`src/rtl/alu_uop_decoder_pkg.sv`:
```
// Shared encodings for the ALU micro-op decoder: opcodes, funct7 groups,
// uop class/op enums and the combinational decode function.
package alu_uop_decoder_pkg;

   localparam logic [6:0] OPC_OP     = 7'b0110011;
   localparam logic [6:0] OPC_OP_IMM = 7'b0010011;
   localparam logic [6:0] F7_BASE    = 7'b0000000;
   localparam logic [6:0] F7_ALT     = 7'b0100000;
   localparam logic [6:0] F7_MULDIV  = 7'b0000001;

   typedef enum logic [2:0] {
      CLS_NONE  = 3'd0,
      CLS_ADD   = 3'd1,
      CLS_LOGIC = 3'd2,
      CLS_SHIFT = 3'd3,
      CLS_CMP   = 3'd4,
      CLS_MUL   = 3'd5,
      CLS_DIV   = 3'd6
   } uop_class_e;

   typedef enum logic [4:0] {
      OP_ADD    = 5'd0,
      OP_SUB    = 5'd1,
      OP_SLL    = 5'd2,
      OP_SLT    = 5'd3,
      OP_SLTU   = 5'd4,
      OP_XOR    = 5'd5,
      OP_SRL    = 5'd6,
      OP_SRA    = 5'd7,
      OP_OR     = 5'd8,
      OP_AND    = 5'd9,
      OP_MUL    = 5'd10,
      OP_MULH   = 5'd11,
      OP_MULHSU = 5'd12,
      OP_MULHU  = 5'd13,
      OP_DIV    = 5'd14,
      OP_DIVU   = 5'd15,
      OP_REM    = 5'd16,
      OP_REMU   = 5'd17
   } uop_op_e;

   typedef struct packed {
      uop_class_e uop_class;
      uop_op_e    uop_op;
      logic       use_imm;
      logic       illegal;
   } uop_t;

   localparam int UOP_W = $bits(uop_t);

   function automatic uop_class_e op_class(input uop_op_e op);
      case (op)
         OP_ADD, OP_SUB:                         op_class = CLS_ADD;
         OP_XOR, OP_OR, OP_AND:                  op_class = CLS_LOGIC;
         OP_SLL, OP_SRL, OP_SRA:                 op_class = CLS_SHIFT;
         OP_SLT, OP_SLTU:                        op_class = CLS_CMP;
         OP_MUL, OP_MULH, OP_MULHSU, OP_MULHU:   op_class = CLS_MUL;
         OP_DIV, OP_DIVU, OP_REM, OP_REMU:       op_class = CLS_DIV;
         default:                                op_class = CLS_NONE;
      endcase
   endfunction

   // funct3 ordering shared by OP/funct7=0 and the unambiguous OP-IMM rows
   function automatic uop_op_e base_op(input logic [2:0] funct3);
      case (funct3)
         3'd0:    base_op = OP_ADD;
         3'd1:    base_op = OP_SLL;
         3'd2:    base_op = OP_SLT;
         3'd3:    base_op = OP_SLTU;
         3'd4:    base_op = OP_XOR;
         3'd5:    base_op = OP_SRL;
         3'd6:    base_op = OP_OR;
         default: base_op = OP_AND;
      endcase
   endfunction

   function automatic uop_t decode_uop(input logic [6:0] opcode,
                                       input logic [2:0] funct3,
                                       input logic [6:0] funct7,
                                       input logic       en_m);
      uop_t    u;
      uop_op_e op;
      logic    ok;
      op = OP_ADD;
      ok = 1'b0;
      if (opcode == OPC_OP) begin
         if (funct7 == F7_BASE) begin
            op = base_op(funct3);
            ok = 1'b1;
         end else if (funct7 == F7_ALT) begin
            if (funct3 == 3'b000) begin
               op = OP_SUB;
               ok = 1'b1;
            end else if (funct3 == 3'b101) begin
               op = OP_SRA;
               ok = 1'b1;
            end
         end else if (funct7 == F7_MULDIV && en_m) begin
            op = uop_op_e'(5'(OP_MUL) + {2'b00, funct3});
            ok = 1'b1;
         end
      end else if (opcode == OPC_OP_IMM) begin
         // Shift-immediates reuse funct7 as the shift-type selector
         case (funct3)
            3'b001: begin
               if (funct7 == F7_BASE) begin
                  op = OP_SLL;
                  ok = 1'b1;
               end
            end
            3'b101: begin
               if (funct7 == F7_BASE) begin
                  op = OP_SRL;
                  ok = 1'b1;
               end else if (funct7 == F7_ALT) begin
                  op = OP_SRA;
                  ok = 1'b1;
               end
            end
            default: begin
               op = base_op(funct3);
               ok = 1'b1;
            end
         endcase
      end
      u.use_imm   = (opcode == OPC_OP_IMM);
      u.illegal   = ~ok;
      u.uop_op    = ok ? op : OP_ADD;
      u.uop_class = ok ? op_class(op) : CLS_NONE;
      return u;
   endfunction

endpackage

```
`src/rtl/alu_uop_decoder_if.sv`:
```
// Instruction-in / uop-out bus of the ALU micro-op decoder.
interface alu_uop_decoder_if #(
   parameter int TAG_W = 4,
   parameter int CNT_W = 16
);
   logic             in_valid;
   logic             in_ready;
   logic [6:0]       opcode;
   logic [2:0]       funct3;
   logic [6:0]       funct7;
   logic [TAG_W-1:0] in_tag;
   logic             flush;
   logic             out_valid;
   logic             out_ready;
   logic [2:0]       uop_class;
   logic [4:0]       uop_op;
   logic             use_imm;
   logic             illegal;
   logic [TAG_W-1:0] out_tag;
   logic [CNT_W-1:0] illegal_cnt;

   modport master (
      output in_valid, opcode, funct3, funct7, in_tag, flush, out_ready,
      input  in_ready, out_valid, uop_class, uop_op, use_imm, illegal, out_tag, illegal_cnt
   );

   modport slave (
      input  in_valid, opcode, funct3, funct7, in_tag, flush, out_ready,
      output in_ready, out_valid, uop_class, uop_op, use_imm, illegal, out_tag, illegal_cnt
   );
endinterface

```
`src/rtl/alu_skid_buf.sv`:
```
// Two-entry skid buffer: output register plus one skid register, so in_ready
// depends only on local state and full throughput holds with out_ready high.
module alu_skid_buf #(
   parameter int DATA_W = 8
) (
   input  logic              clk,
   input  logic              reset,
   input  logic              flush,
   input  logic              in_valid,
   output logic              in_ready,
   input  logic [DATA_W-1:0] in_data,
   output logic              out_valid,
   input  logic              out_ready,
   output logic [DATA_W-1:0] out_data
);
   logic              vld_p0;
   logic [DATA_W-1:0] data_p0;
   logic              skid_vld_p0;
   logic [DATA_W-1:0] skid_data_p0;
   logic              accept;
   logic              out_free;

   assign in_ready  = ~skid_vld_p0 & ~reset;
   assign accept    = in_valid & in_ready;
   assign out_free  = ~vld_p0 | out_ready;
   assign out_valid = vld_p0;
   assign out_data  = data_p0;

   // Stage p0: output register / skid register control
   always_ff @(posedge clk) begin
      if (reset || flush) begin
         vld_p0      <= 1'b0;
         skid_vld_p0 <= 1'b0;
      end else begin
         if (out_free) vld_p0 <= skid_vld_p0 | accept;
         skid_vld_p0 <= ~out_free & (skid_vld_p0 | accept);
      end
   end

   always_ff @(posedge clk) begin
      if (reset) begin
         data_p0 <= '0;
      end else if (out_free) begin
         if (skid_vld_p0)  data_p0 <= skid_data_p0;
         else if (accept)  data_p0 <= in_data;
      end
   end

   always_ff @(posedge clk) begin
      if (!out_free && accept) skid_data_p0 <= in_data;
   end

endmodule

```
`src/rtl/alu_uop_decoder.sv`:
```
// ALU micro-op decoder: combinational RV32I/M OP/OP-IMM decode into a
// one-cycle skid-buffered uop stream, with a saturating illegal counter.
module alu_uop_decoder
   import alu_uop_decoder_pkg::*;
#(
   parameter int TAG_W = 4,
   parameter int EN_M  = 0,
   parameter int CNT_W = 16
) (
   input logic               clk,
   input logic               reset,
   alu_uop_decoder_if.slave  bus
);
   localparam int PAY_W = UOP_W + TAG_W;

   uop_t             dec_uop;
   uop_t             out_uop;
   logic [PAY_W-1:0] out_data;
   logic             accept;
   logic [CNT_W-1:0] cnt_p0;

   function automatic logic [CNT_W-1:0] sat_inc(input logic [CNT_W-1:0] v);
      return (&v) ? v : v + CNT_W'(1);
   endfunction

   assign dec_uop = decode_uop(bus.opcode, bus.funct3, bus.funct7, EN_M != 0);
   assign accept  = bus.in_valid & bus.in_ready;

   alu_skid_buf #(.DATA_W(PAY_W)) u_skid (
      .clk       (clk),
      .reset     (reset),
      .flush     (bus.flush),
      .in_valid  (bus.in_valid),
      .in_ready  (bus.in_ready),
      .in_data   ({dec_uop, bus.in_tag}),
      .out_valid (bus.out_valid),
      .out_ready (bus.out_ready),
      .out_data  (out_data)
   );

   assign out_uop       = out_data[PAY_W-1:TAG_W];
   assign bus.out_tag   = out_data[TAG_W-1:0];
   assign bus.uop_class = out_uop.uop_class;
   assign bus.uop_op    = out_uop.uop_op;
   assign bus.use_imm   = out_uop.use_imm;
   assign bus.illegal   = out_uop.illegal;

   // Stage p0: illegal counter, updated alongside the uop it counts
   always_ff @(posedge clk) begin
      if (reset)                                      cnt_p0 <= '0;
      else if (accept && dec_uop.illegal && !bus.flush) cnt_p0 <= sat_inc(cnt_p0);
   end

   assign bus.illegal_cnt = cnt_p0;

endmodule
```
`src/flat_wrapper.sv`:
```
// flat-port wrapper written by rule: the top's interface ports become plain ports
module alu_uop_decoder_flat import alu_uop_decoder_pkg::*;
#(
   parameter int TAG_W = 4,
   parameter int EN_M  = 0,
   parameter int CNT_W = 16
)
  (clk, reset, bus_in_valid, bus_opcode, bus_funct3, bus_funct7, bus_in_tag, bus_flush, bus_out_ready, bus_in_ready, bus_out_valid, bus_uop_class, bus_uop_op, bus_use_imm, bus_illegal, bus_out_tag, bus_illegal_cnt);
  alu_uop_decoder_if #(.TAG_W(TAG_W), .CNT_W(CNT_W)) bus_i ();
  input logic clk;
  input logic reset;
  input wire logic [$bits(bus_i.in_valid)-1:0] bus_in_valid;
  input wire logic [$bits(bus_i.opcode)-1:0] bus_opcode;
  input wire logic [$bits(bus_i.funct3)-1:0] bus_funct3;
  input wire logic [$bits(bus_i.funct7)-1:0] bus_funct7;
  input wire logic [$bits(bus_i.in_tag)-1:0] bus_in_tag;
  input wire logic [$bits(bus_i.flush)-1:0] bus_flush;
  input wire logic [$bits(bus_i.out_ready)-1:0] bus_out_ready;
  output wire logic [$bits(bus_i.in_ready)-1:0] bus_in_ready;
  output wire logic [$bits(bus_i.out_valid)-1:0] bus_out_valid;
  output wire logic [$bits(bus_i.uop_class)-1:0] bus_uop_class;
  output wire logic [$bits(bus_i.uop_op)-1:0] bus_uop_op;
  output wire logic [$bits(bus_i.use_imm)-1:0] bus_use_imm;
  output wire logic [$bits(bus_i.illegal)-1:0] bus_illegal;
  output wire logic [$bits(bus_i.out_tag)-1:0] bus_out_tag;
  output wire logic [$bits(bus_i.illegal_cnt)-1:0] bus_illegal_cnt;
  assign bus_i.in_valid = bus_in_valid;
  assign bus_i.opcode = bus_opcode;
  assign bus_i.funct3 = bus_funct3;
  assign bus_i.funct7 = bus_funct7;
  assign bus_i.in_tag = bus_in_tag;
  assign bus_i.flush = bus_flush;
  assign bus_i.out_ready = bus_out_ready;
  assign bus_in_ready = bus_i.in_ready;
  assign bus_out_valid = bus_i.out_valid;
  assign bus_uop_class = bus_i.uop_class;
  assign bus_uop_op = bus_i.uop_op;
  assign bus_use_imm = bus_i.use_imm;
  assign bus_illegal = bus_i.illegal;
  assign bus_out_tag = bus_i.out_tag;
  assign bus_illegal_cnt = bus_i.illegal_cnt;
  alu_uop_decoder #(.TAG_W(TAG_W), .EN_M(EN_M), .CNT_W(CNT_W)) u_core (.clk(clk), .reset(reset), .bus(bus_i));
endmodule
```
`config.mk`:
```
export PLATFORM = sky130hd
export DESIGN_NAME = alu_uop_decoder_flat
export DESIGN_NICKNAME = d
export VERILOG_FILES = /design/src/rtl/alu_uop_decoder_pkg.sv /design/src/rtl/alu_uop_decoder_if.sv /design/src/rtl/alu_skid_buf.sv /design/src/rtl/alu_uop_decoder.sv /design/src/flat_wrapper.sv
export SDC_FILE = /design/constraint.sdc
export NUM_CORES = 1
export LEC_CHECK = 0
export CAP_MARGIN = 20
export CORE_MARGIN = 2
export CORE_UTILIZATION = 54
export DETAILED_ROUTE_END_ITERATION = 10
export HOLD_SLACK_MARGIN = 0.02
export PLACE_DENSITY = 0.85
export REMOVE_ABC_BUFFERS = 1
export SETUP_SLACK_MARGIN = 0.2
export SLEW_MARGIN = 25
export SYNTH_ARGS = -nofsm -noshare
export SYNTH_HDL_FRONTEND = slang
export SYNTH_HIERARCHICAL = 1
export SYNTH_SLANG_ARGS = --single-unit
```
`constraint.sdc`:
```
create_clock -name clk -period 6.4 [get_ports clk]
set_clock_uncertainty 0.2 [all_clocks]
set_input_delay 1.28 -clock clk [delete_from_list [all_inputs] [get_ports clk]]
set_output_delay 1.28 -clock clk [all_outputs]
set_load 0.05 [all_outputs]
```
* Word level (Yosys, flattened, before mapping)
Memories as Yosys holds them, arrays and structs flattened. Cells that the tools add are included. Widths: inputs -> output; s select.
Word-level totals: memories kept 1, input port bits 26, ROM bits 96, register bits 46, word-level logic and storage cells 65, output and inout port bits 32
Memories:
- (no name shown) | depth 32, bits a word 3, read ports 1, clocked after Yosys merged registers in 0, write ports 0, line alu_uop_decoder_pkg.sv:52 | case (op)
Cells by class: bitwise logic cells 11, eq/ne operators 9, add/sub/neg operators 1, mux-type cells 26, reductions and logical operators 12
Operators with widths (number):
- $mux 5 | 7
- $mux 14 | 2
- $pmux 4 s7 | 1
- $pmux 4 s5 | 1
- $add 16x1->16 const B | 1
- $reduce_and 16->1 | 1
- $eq 7x6->1 const B | 2
- $pmux 5 s2 | 1
- $eq 3x3->1 const B | 3
- $mux 1 | 9
- $mux 3 | 3
- $eq 7x5->1 const B | 1
- $logic_not 7->1 | 1
- $eq 3x2->1 const B | 2
- $not 1->1 | 6
- $reduce_and 2->1 | 2
- $and 1x1->1 | 3
- $eq 3x1->1 const B | 1
- $logic_and 1x1->1 | 3
- $logic_not 3->1 | 1
- $logic_not 1->1 | 2
- $mux 2 | 1
- $or 1x1->1 | 2
- $pmux 1 s2 | 1
- other kinds (2) | 2

* Logic depth before layout (Yosys ltp)
Gate-level depths: netlist of run 1.
word-level depth 10, mapped depth 13, mapped depth without buffers 11

* Modules after synthesis
Netlist of run 1, hierarchy kept.
Modules (own cells, without submodules):
- alu_skid_buf | area an instance 1328.8 um^2, cells each 101, times used 1, sequential area each 740.7 um^2
- alu_uop_decoder | area an instance 1270.0 um^2, cells each 153, times used 1, sequential area each 320.3 um^2

* Least setup slack after synthesis of run 1
OpenSTA, ideal clock, no wires.
path type input-to-reg, start point input port bus_funct7[1], end point register u_core.u_skid.data_p0[11] (netlist: u_core/u_skid/out_data[11]), stages 12, path buffers 1, path slack 2.480 ns, data arrival time 3.599 ns, setup time 0.121 ns, cell sequence or4_4 > or4_1 > nand4_1 > and2_1 > buf_4 > inv_2 > ha_1 > nor2_1 > a2111oi_2 > mux2i_1 > nor2_1 > mux2_4
RTL lines:
- from (decl) | line flat_wrapper.sv:15 | input wire logic [$bits(bus_i.funct7)-1:0] bus_funct7;
- to (signal assigned) | line alu_skid_buf.sv:44 | if (skid_vld_p0) data_p0 <= skid_data_p0;
- to (signal assigned) | line alu_skid_buf.sv:45 | else if (accept) data_p0 <= in_data;
- to (decl) | line alu_skid_buf.sv:17 | logic [DATA_W-1:0] data_p0;

* Final worst setup path of run 1
start point input port reset, end point output port bus_in_ready
On the way: longest elaborated chain between the ends 2
RTL lines:
- from (decl) | line flat_wrapper.sv:11 | input logic reset;
- $not 1->1 | line alu_skid_buf.sv:23 | assign in_ready = ~skid_vld_p0 & ~reset;
- $and 1x1->1 | line alu_skid_buf.sv:23
- to (decl) | line flat_wrapper.sv:19 | output wire logic [$bits(bus_i.in_ready)-1:0] bus_in_ready;
No other way between the ends.

==> results by group, run 1 <==
Outcome
  – Status: finished clean

Floorplanning
  – Horizontal extent of the die: 73.4 um
  – Die Outline Area: 5380 um2
  – Area of the core: 4690 um2
  – Starting Density: 55.4%
  – Chip height: 73.4 um
  – I/O Pins: 58
  – Standard-cell row count: 25

Yosys
  – Number of register bits inferred by synthesis: 46
  – Post-Synthesis Cells: 254
  – Proportion of synthesized chip area in sequential cells: 40.8%
  – Post-synthesis area per instance: 10.2 um2
  – Post-synth design cell area: 2600 um2
  – Most area-hungry cell type in the Yosys netlist: sky130_fd_sc_hd__dfxtp_1
  – Biggest area contributors in the synthesized netlist: sky130_fd_sc_hd__dfxtp_1 (25%), sky130_fd_sc_hd__edfxtp_1 (16%), sky130_fd_sc_hd__mux2i_1 (6.5%), sky130_fd_sc_hd__mux2_4 (6.4%), sky130_fd_sc_hd__nor2_1 (4.6%)
  – Number of enable flip-flop cells after synthesis: 14
  – Async S/R FF share, synth: 0%
  – Yosys synthesis warning count: 6
  – Number of distinct library cell variants in the gate-level netlist after synthesis: 65
  – Fraction of post-synthesis cell area in the top cell type by area: 24.7%
  – Predominant post-synthesis flop cell: sky130_fd_sc_hd__dfxtp_1

Setup path
  – Crit path DAT: 3.03 ns
  – Data required time at the worst endpoint: 4.92 ns
  – Crit. End Element: primary output
  – Reg-to-reg critical path startpoint: u_core/u_skid/skid_vld_p0$_SDFF_PP0_
  – First element of the critical path: reset
  – CP startpoint kind: input port
  – Biggest fanout along the worst timing path: 49
  – Register-to-register path setup slack: 3.64 ns
  – Crit Path Category: input port to primary output

Clock tree
  – Postcts setup bufs: 0
  – Maximum clock insertion buffer count: 2
  – CTS tree: yes
  – Number of gates resized after cts: 0
  – Count of H-tree levels built during CTS: 2
  – Worst-path clk slew: 0.09 ns
  – Root buffer cell: sky130_fd_sc_hd__clkbuf_8
  – Inserted Clock Buffers: 5
  – Clock Latency Late Sink: 0.30 ns
  – Count of clock tree sinks: 46
  – Hold bufs inserted after CTS: 0

Hold path
  – Startpoint of the worst hold path: u_core/bus.illegal_cnt[9]$_SDFFE_PP0P_
  – Path class of the lowest-slack min-delay path: register to register

Placed design
  – Post-placement cell count: 353
  – Input/output buffers: 57
  – HPWL after DPL: 3710 um
  – Global placer's final weighted congestion: 0.811

Timing
  – Number of setup violations in the final report: 0
  – Peak clock frequency supported by timing: 0.222 GHz
  – Unrepaired setup endpoints after global routing: no
  – Final number of hold-violating endpoints: 0
  – Worst hold slack: 0.299 ns
  – Total negative slack: 0 ns
  – Number of pins with negative max-slew slack in the final report: 0
  – Tightest Pin Transition: 1.01 ns
  – Post-route clock period utilization: 70.5%
  – Final critical path time including I/O delays and setup: 4.51 ns
  – Worst slew margin relative to its limit: 32.5%

Global routing
  – Antenna violations before repair: 0
  – Total GRT Usage: 20.2%
  – First-pass GRT wire length: 8560 um
  – Maximum number of pins on one net before global-route repair: 50
  – Aggregate global routing overflow: 0
  – Number of global-route vias before repair: 1918

Route
  – Average wire per standard cell: 14.1 um
  – Vias after detailed routing: 2048
  – Total Routed Length: 5100 um
  – First-pass DRT Iterations: 4
  – Number of DRC violations after detailed-routing iteration 0: 114
  – DRC viols: 0
  – Number of vias per cell: 5.67
  – Post-DRT Antenna Nets: 0

Power
  – Power Total: 0.547 mW
  – Peak supply drop: 84.5 uV
  – Leakage power figure: 1.16 nW
  – Total power per unit cell area: 170 nW/um2

Layout
  – Growth of design area from synthesis to finish: 24.0%
  – Number of cells in the finished layout apart from fillers: 361
  – Ratio of cells with drive above 1 in the final layout: 15.3%
  – Final standard cell utilization of the core: 68.7%
  – Number of antenna repair diodes: 0
  – Final layout net count: 334

Run
  – Maximum capacitance violations: 0
[per-layer routing]
metal | global-route usage (%) | up-vias | part of all wire [%]
li1 | - | 1020 | -
met1 | 26.1 | 954 | 45
met2 | 32.2 | 60 | 48
met3 | 4.39 | 14 | 4.6
met4 | 9.29 | 0 | 2.5
met5 | 0 | - | 0
[worst max-delay path: stages]
cell and delay, ns:
sky130_fd_sc_hd__clkdlybuf4s50_1 0.45, sky130_fd_sc_hd__buf_4 0.40, sky130_fd_sc_hd__nor2_1 0.13, sky130_fd_sc_hd__clkdlybuf4s50_1 0.76
[final timing paths]
kind / endpoint / cells past startpoint
max reg2reg: u_core/bus.illegal_cnt[9]$_SDFFE_PP0P_ / 7
min reg2reg: u_core/bus.illegal_cnt[9]$_SDFFE_PP0P_ / 2
max: bus_in_ready / 4
min: u_core/bus.illegal_cnt[9]$_SDFFE_PP0P_ / 2
[power breakdown]
part | total [mW] | switching [mW] | internal [mW]
Combinational | 0.0724 | 0.0395 | 0.0329
Clock | 0.170 | 0.0944 | 0.0758
Sequential | 0.304 | 0.00213 | 0.302
[cells in the final DEF, fill, tap and decap left out, drive strengths merged, types with 3 or more instances in the layout]
master	Yosys	routed
clkbuf	3	6
nor3	5	5
nor2	33	33
inv	9	9
nor2b	18	18
nand3	5	5
edfxtp	14	14
dfxtp	32	32
o21ai	10	10
or3	5	5
clkdlybuf4s50	0	57
mux2i	17	17
nand4	6	6
a21oi	9	9
o31ai	4	4
mux2	15	15
or4	7	7
nor4b	3	3
nand2	8	8
o2111ai	3	3
xor2	6	6
[synthesized netlist by cell type (3+ instances only)]
master	number
sky130_fd_sc_hd__nor2b_1	17
sky130_fd_sc_hd__nor2_1	32
sky130_fd_sc_hd__or4_1	6
sky130_fd_sc_hd__inv_1	7
sky130_fd_sc_hd__o21ai_0	3
sky130_fd_sc_hd__xor2_1	6
sky130_fd_sc_hd__o2111ai_1	3
sky130_fd_sc_hd__o31ai_1	4
sky130_fd_sc_hd__o21ai_1	3
sky130_fd_sc_hd__a21oi_1	8
sky130_fd_sc_hd__o21ai_2	3
sky130_fd_sc_hd__or3_1	4
sky130_fd_sc_hd__mux2i_1	17
sky130_fd_sc_hd__mux2_2	4
sky130_fd_sc_hd__buf_6	3
sky130_fd_sc_hd__nand4_1	6
sky130_fd_sc_hd__buf_2	3
sky130_fd_sc_hd__nand2_1	7
sky130_fd_sc_hd__nor3_1	3
sky130_fd_sc_hd__nand3_1	3
sky130_fd_sc_hd__edfxtp_1	14
sky130_fd_sc_hd__buf_4	3
sky130_fd_sc_hd__mux2_4	11
sky130_fd_sc_hd__dfxtp_1	32
[cells by family (layout without fill, tap and decap cells)]
group	Yosys count	after routing	share of synthesized area, %
flip-flops	46	46	40.8
multiplexers	32	32	14.6
other	1	2	0.144
AO/OA/AOI/OAI	38	38	11.6
buffers and inverters	23	75	5.58
AND/OR/NAND/NOR	104	104	23.6
XOR/XNOR	8	8	2.70
adder cells (fa/ha/maj)	2	2	0.963
[cell type report]
type,count,area [um2]
Sequential cell,46,1060
Fill cell,369,1470
Tap cell,54,67.6
Multi-Input combinational cell,186,1400
Timing Repair Buffer,58,578
Clock inverter,2,10.0
Inverter,9,33.8
Clock buffer,6,72.6
[metrics by stage]
| stage | instance area (um2) | worst slack, ns |
|---|---|---|
| after global routing | 3220 | 1.77 |
| final | 3220 | 1.89 |
| after floorplan | 2490 | 2.46 |
| after global placement | 3140 | 1.90 |
| after detailed placement | 3140 | 1.75 |
| after CTS | 3220 | 1.87 |
[sequential cells by signal, indices dropped and copies added (netlist names)]
register / cells
u_core/u_skid/out_data: 14
u_core/u_skid/skid_vld_p0: 1
u_core/u_skid/skid_data_p0: 14
u_core/bus.illegal_cnt: 16
u_core/u_skid/out_valid: 1
Power figures use the tool's default switching activity.
==> run 2, diff against run 1 <==
CORE_UTILIZATION = 51   (was 54)
PLACE_DENSITY = 0.81   (was 0.85)
clock period = 4.5 ns   (was 6.4 ns; I/O delays follow)
==> results by group, run 2 (synthesis results as in run 1) <==
Outcome
  – Status: finished clean (unchanged)

Timing
  – Worst slew margin relative to its limit: 33.4% (was 32.5%)
  – Post-route clock period utilization: 85.4%
  – Total negative slack: 0 ns (unchanged)
  – Peak clock frequency supported by timing: 0.260 GHz
  – Tightest Pin Transition: 0.997 ns (was 1.01 ns)
  – Unrepaired setup endpoints after global routing: no (unchanged)
  – Number of setup violations in the final report: 0 (unchanged)
  – Final number of hold-violating endpoints: 0 (unchanged)
  – Number of pins with negative max-slew slack in the final report: 0 (unchanged)
  – Final critical path time including I/O delays and setup: 3.84 ns

Floorplanning
  – Horizontal extent of the die: 75.4 um (was 73.4 um)
  – Starting Density: 53.9% (was 55.4%)
  – Standard-cell row count: 25 (unchanged)
  – I/O Pins: 58 (unchanged)
  – Die Outline Area: 5680 um2 (was 5380 um2)
  – Area of the core: 4820 um2 (was 4690 um2)
  – Chip height: 75.4 um (was 73.4 um)

Layout
  – Sequential cell area: 1060 um2 (unchanged)
  – Final standard cell utilization of the core: 67.7% (was 68.7%)
  – Number of inserted filler cells in the final layout: 406 (was 369)
  – Final layout net count: 335 (was 334)
  – Ratio of cells with drive above 1 in the final layout: 15.9% (was 15.3%)
  – Finished layout cell area: 3260 um2 (was 3220 um2)
  – Flip-flop count of the largest register after layout: 16 (unchanged)
  – Total area of multi-input combinational cells: 1400 um2 (about the same)
  – Number of antenna repair diodes: 0 (unchanged)
  – Top library cells by usage in the layout, fill and taps aside: sky130_fd_sc_hd__clkdlybuf4s50_1 (56), sky130_fd_sc_hd__nor2_1 (32), sky130_fd_sc_hd__dfxtp_1 (32), sky130_fd_sc_hd__nor2b_1 (17), sky130_fd_sc_hd__mux2i_1 (17) (was sky130_fd_sc_hd__clkdlybuf4s50_1 (57), sky130_fd_sc_hd__dfxtp_1 (32), sky130_fd_sc_hd__nor2_1 (31), sky130_fd_sc_hd__nor2b_1 (17), sky130_fd_sc_hd__mux2i_1 (17))
  – Most common cell after layout, fill and taps aside: sky130_fd_sc_hd__clkdlybuf4s50_1 (unchanged)
  – Growth of design area from synthesis to finish: 25.5% (was 24.0%)

Clock tree
  – Count of H-tree levels built during CTS: 2 (unchanged)
  – Clock Latency Late Sink: 0.30 ns (about the same)
  – Worst-path clk slew: 0.08 ns (was 0.09 ns)
  – Maximum clock insertion buffer count: 2 (unchanged)
  – CTS tree: yes (unchanged)
  – Root buffer cell: sky130_fd_sc_hd__clkbuf_8 (unchanged)
  – Inserted Clock Buffers: 5 (unchanged)
  – Count of clock tree sinks: 46 (unchanged)
  – Hold bufs inserted after CTS: 0 (unchanged)
  – Number of gates resized after cts: 0 (unchanged)
  – Postcts setup bufs: 0 (unchanged)

Global routing
  – First-pass GRT wire length: 8600 um (was 8560 um)
  – Number of global-route vias before repair: 1885 (was 1918)
  – Maximum number of pins on one net before global-route repair: 49 (was 50)
  – Antenna violations before repair: 0 (unchanged)
  – Total GRT Usage: 19.7% (was 20.2%)
  – Aggregate global routing overflow: 0 (unchanged)

Setup path
  – Cell family with the largest share of critical-path delay: simple AND/OR/NAND/NOR gates (was buffers and inverters)
  – Cell seen most often among critical-path stages: sky130_fd_sc_hd__nor2_1 (was sky130_fd_sc_hd__clkdlybuf4s50_1)
  – Cell at the slowest stage of the critical path: sky130_fd_sc_hd__or4_4 (was sky130_fd_sc_hd__clkdlybuf4s50_1)
  – Data required time at the worst endpoint: 4.55 ns (was 4.92 ns)
  – CP max stage delay: 0.58 ns (was 0.76 ns)
  – CP startpoint kind: input port (unchanged)
  – Crit path DAT: 3.90 ns (was 3.03 ns)
  – Critical path buffer and inverter count: 2 (was 3)
  – Crit. End Element: register (was primary output)
  – Crit Path Category: input port to register (was input port to primary output)
  – CP cell instances: clkdlybuf4s50_1 -> or4_4 -> or4_1 -> nand4_1 -> and2_1 -> inv_2 -> ha_1 -> nor2_1 -> a2111oi_2 -> mux2i_1 -> nor2_1 -> mux2_4 (was clkdlybuf4s50_1 -> buf_4 -> nor2_1 -> clkdlybuf4s50_1)
  – Biggest fanout along the worst timing path: 6 (was 49)

Power
  – Peak supply drop: 124 uV (was 84.5 uV)
  – Portion of total power attributed to combinational logic: 13.2% (about the same)
  – Clock share of power: 32.0% (was 31.1%)
  – Leakage power figure: 1.17 nW (was 1.16 nW)
  – Total power per unit cell area: 242 nW/um2 (was 170 nW/um2)
  – Sw Pwr: 0.202 mW (was 0.136 mW)
  – Switching power as a share of total power: 25.6% (was 24.9%)
  – Seq pwr share: 54.9% (was 55.6%)
  – Internal portion of total power: 0.587 mW (was 0.411 mW)

Route
  – DRC viols: 0 (unchanged)
  – Post-DRT Antenna Nets: 0 (unchanged)
  – Average wire per standard cell: 13.8 um (was 14.1 um)
  – Vias after detailed routing: 2016 (was 2048)
  – Number of DRC violations after detailed-routing iteration 0: 150 (was 114)
  – First-pass DRT Iterations: 4 (unchanged)
  – Total Routed Length: 5180 um (was 5100 um)
  – Number of vias per cell: 5.38 (was 5.67)

Placed design
  – Input/output buffers: 57 (unchanged)
  – Total placed instance area: 3170 um2 (was 3140 um2)
  – Global placer's final weighted congestion: 0.793 (was 0.811)
  – HPWL after DPL: 3690 um (was 3710 um)

Hold path
  – Path class of the lowest-slack min-delay path: register to register (unchanged)

Run
  – Maximum capacitance violations: 0 (unchanged)
## run 2: power by group through the flow
stage / clock [mW] / combinational [mW] / sequential, mW
6_report: 0.252 / 0.104 / 0.433
5_1_grt: 0.276 / 0.112 / 0.433
4_1_cts: 0.259 / 0.104 / 0.433
3_5_place_dp: 0 / 0.104 / 0.442
3_3_place_gp: 0 / 0.103 / 0.442
2_1_floorplan: 0 / 0.0365 / 0.457
## run 2: final cells by class
type                    count  area share (%)
flip-flops and latches     46            32.5
multi-input cells         186            42.8
clock inverters             3           0.652
repair buffers             59            18.3
inverters                   9            1.04
well taps                  67            2.57
clock buffers               5            2.11
## run 2: routing by layer
| metal | share of wire, % | vias up | GRT usage [%] |
|---|---|---|---|
| li1 | - | 1018 | - |
| met5 | 0 | - | 0 |
| met3 | 4.3 | 5 | 4.23 |
| met2 | 47 | 52 | 32.2 |
| met1 | 47 | 941 | 25.8 |
| met4 | 1.1 | 0 | 7.02 |
## run 2: worst paths after layout
kind,from,to,slack (ns),cells after the start
setup / recovery,bus_funct7[1],u_core/u_skid/out_data[11]$_SDFFE_PP0P_,0.66,12
hold / removal,u_core/bus.illegal_cnt[9]$_SDFFE_PP0P_,u_core/bus.illegal_cnt[9]$_SDFFE_PP0P_,0.32,2
setup reg to reg,u_core/u_skid/skid_vld_p0$_SDFF_PP0_,u_core/bus.illegal_cnt[9]$_SDFFE_PP0P_,1.64,7
hold reg to reg,u_core/bus.illegal_cnt[9]$_SDFFE_PP0P_,u_core/bus.illegal_cnt[9]$_SDFFE_PP0P_,0.32,2
## run 2: worst reg2reg max path: stages (launching register included)
cell and delay [ns]:
sky130_fd_sc_hd__dfxtp_1 0.64, sky130_fd_sc_hd__nor2_1 0.41, sky130_fd_sc_hd__and3b_1 0.30, sky130_fd_sc_hd__nand4_1 0.11
sky130_fd_sc_hd__a21oi_1 0.31, sky130_fd_sc_hd__o21ai_2 0.19, sky130_fd_sc_hd__or4_1 0.49, sky130_fd_sc_hd__a21oi_1 0.14
## run 2: metrics by stage
stage | cells | total power [mW] | worst slack, ns | hold WS [ns]
2_1_floorplan | 241 | 0.494 | 0.944 | 0.386
3_3_place_gp | 367 | 0.545 | 0.449 | 0.291
3_5_place_dp | 367 | 0.546 | 0.328 | 0.306
4_1_cts | 375 | 0.796 | 0.653 | 0.318
5_1_grt | 375 | 0.821 | 0.427 | 0.360
6_report | 375 | 0.789 | 0.655 | 0.316
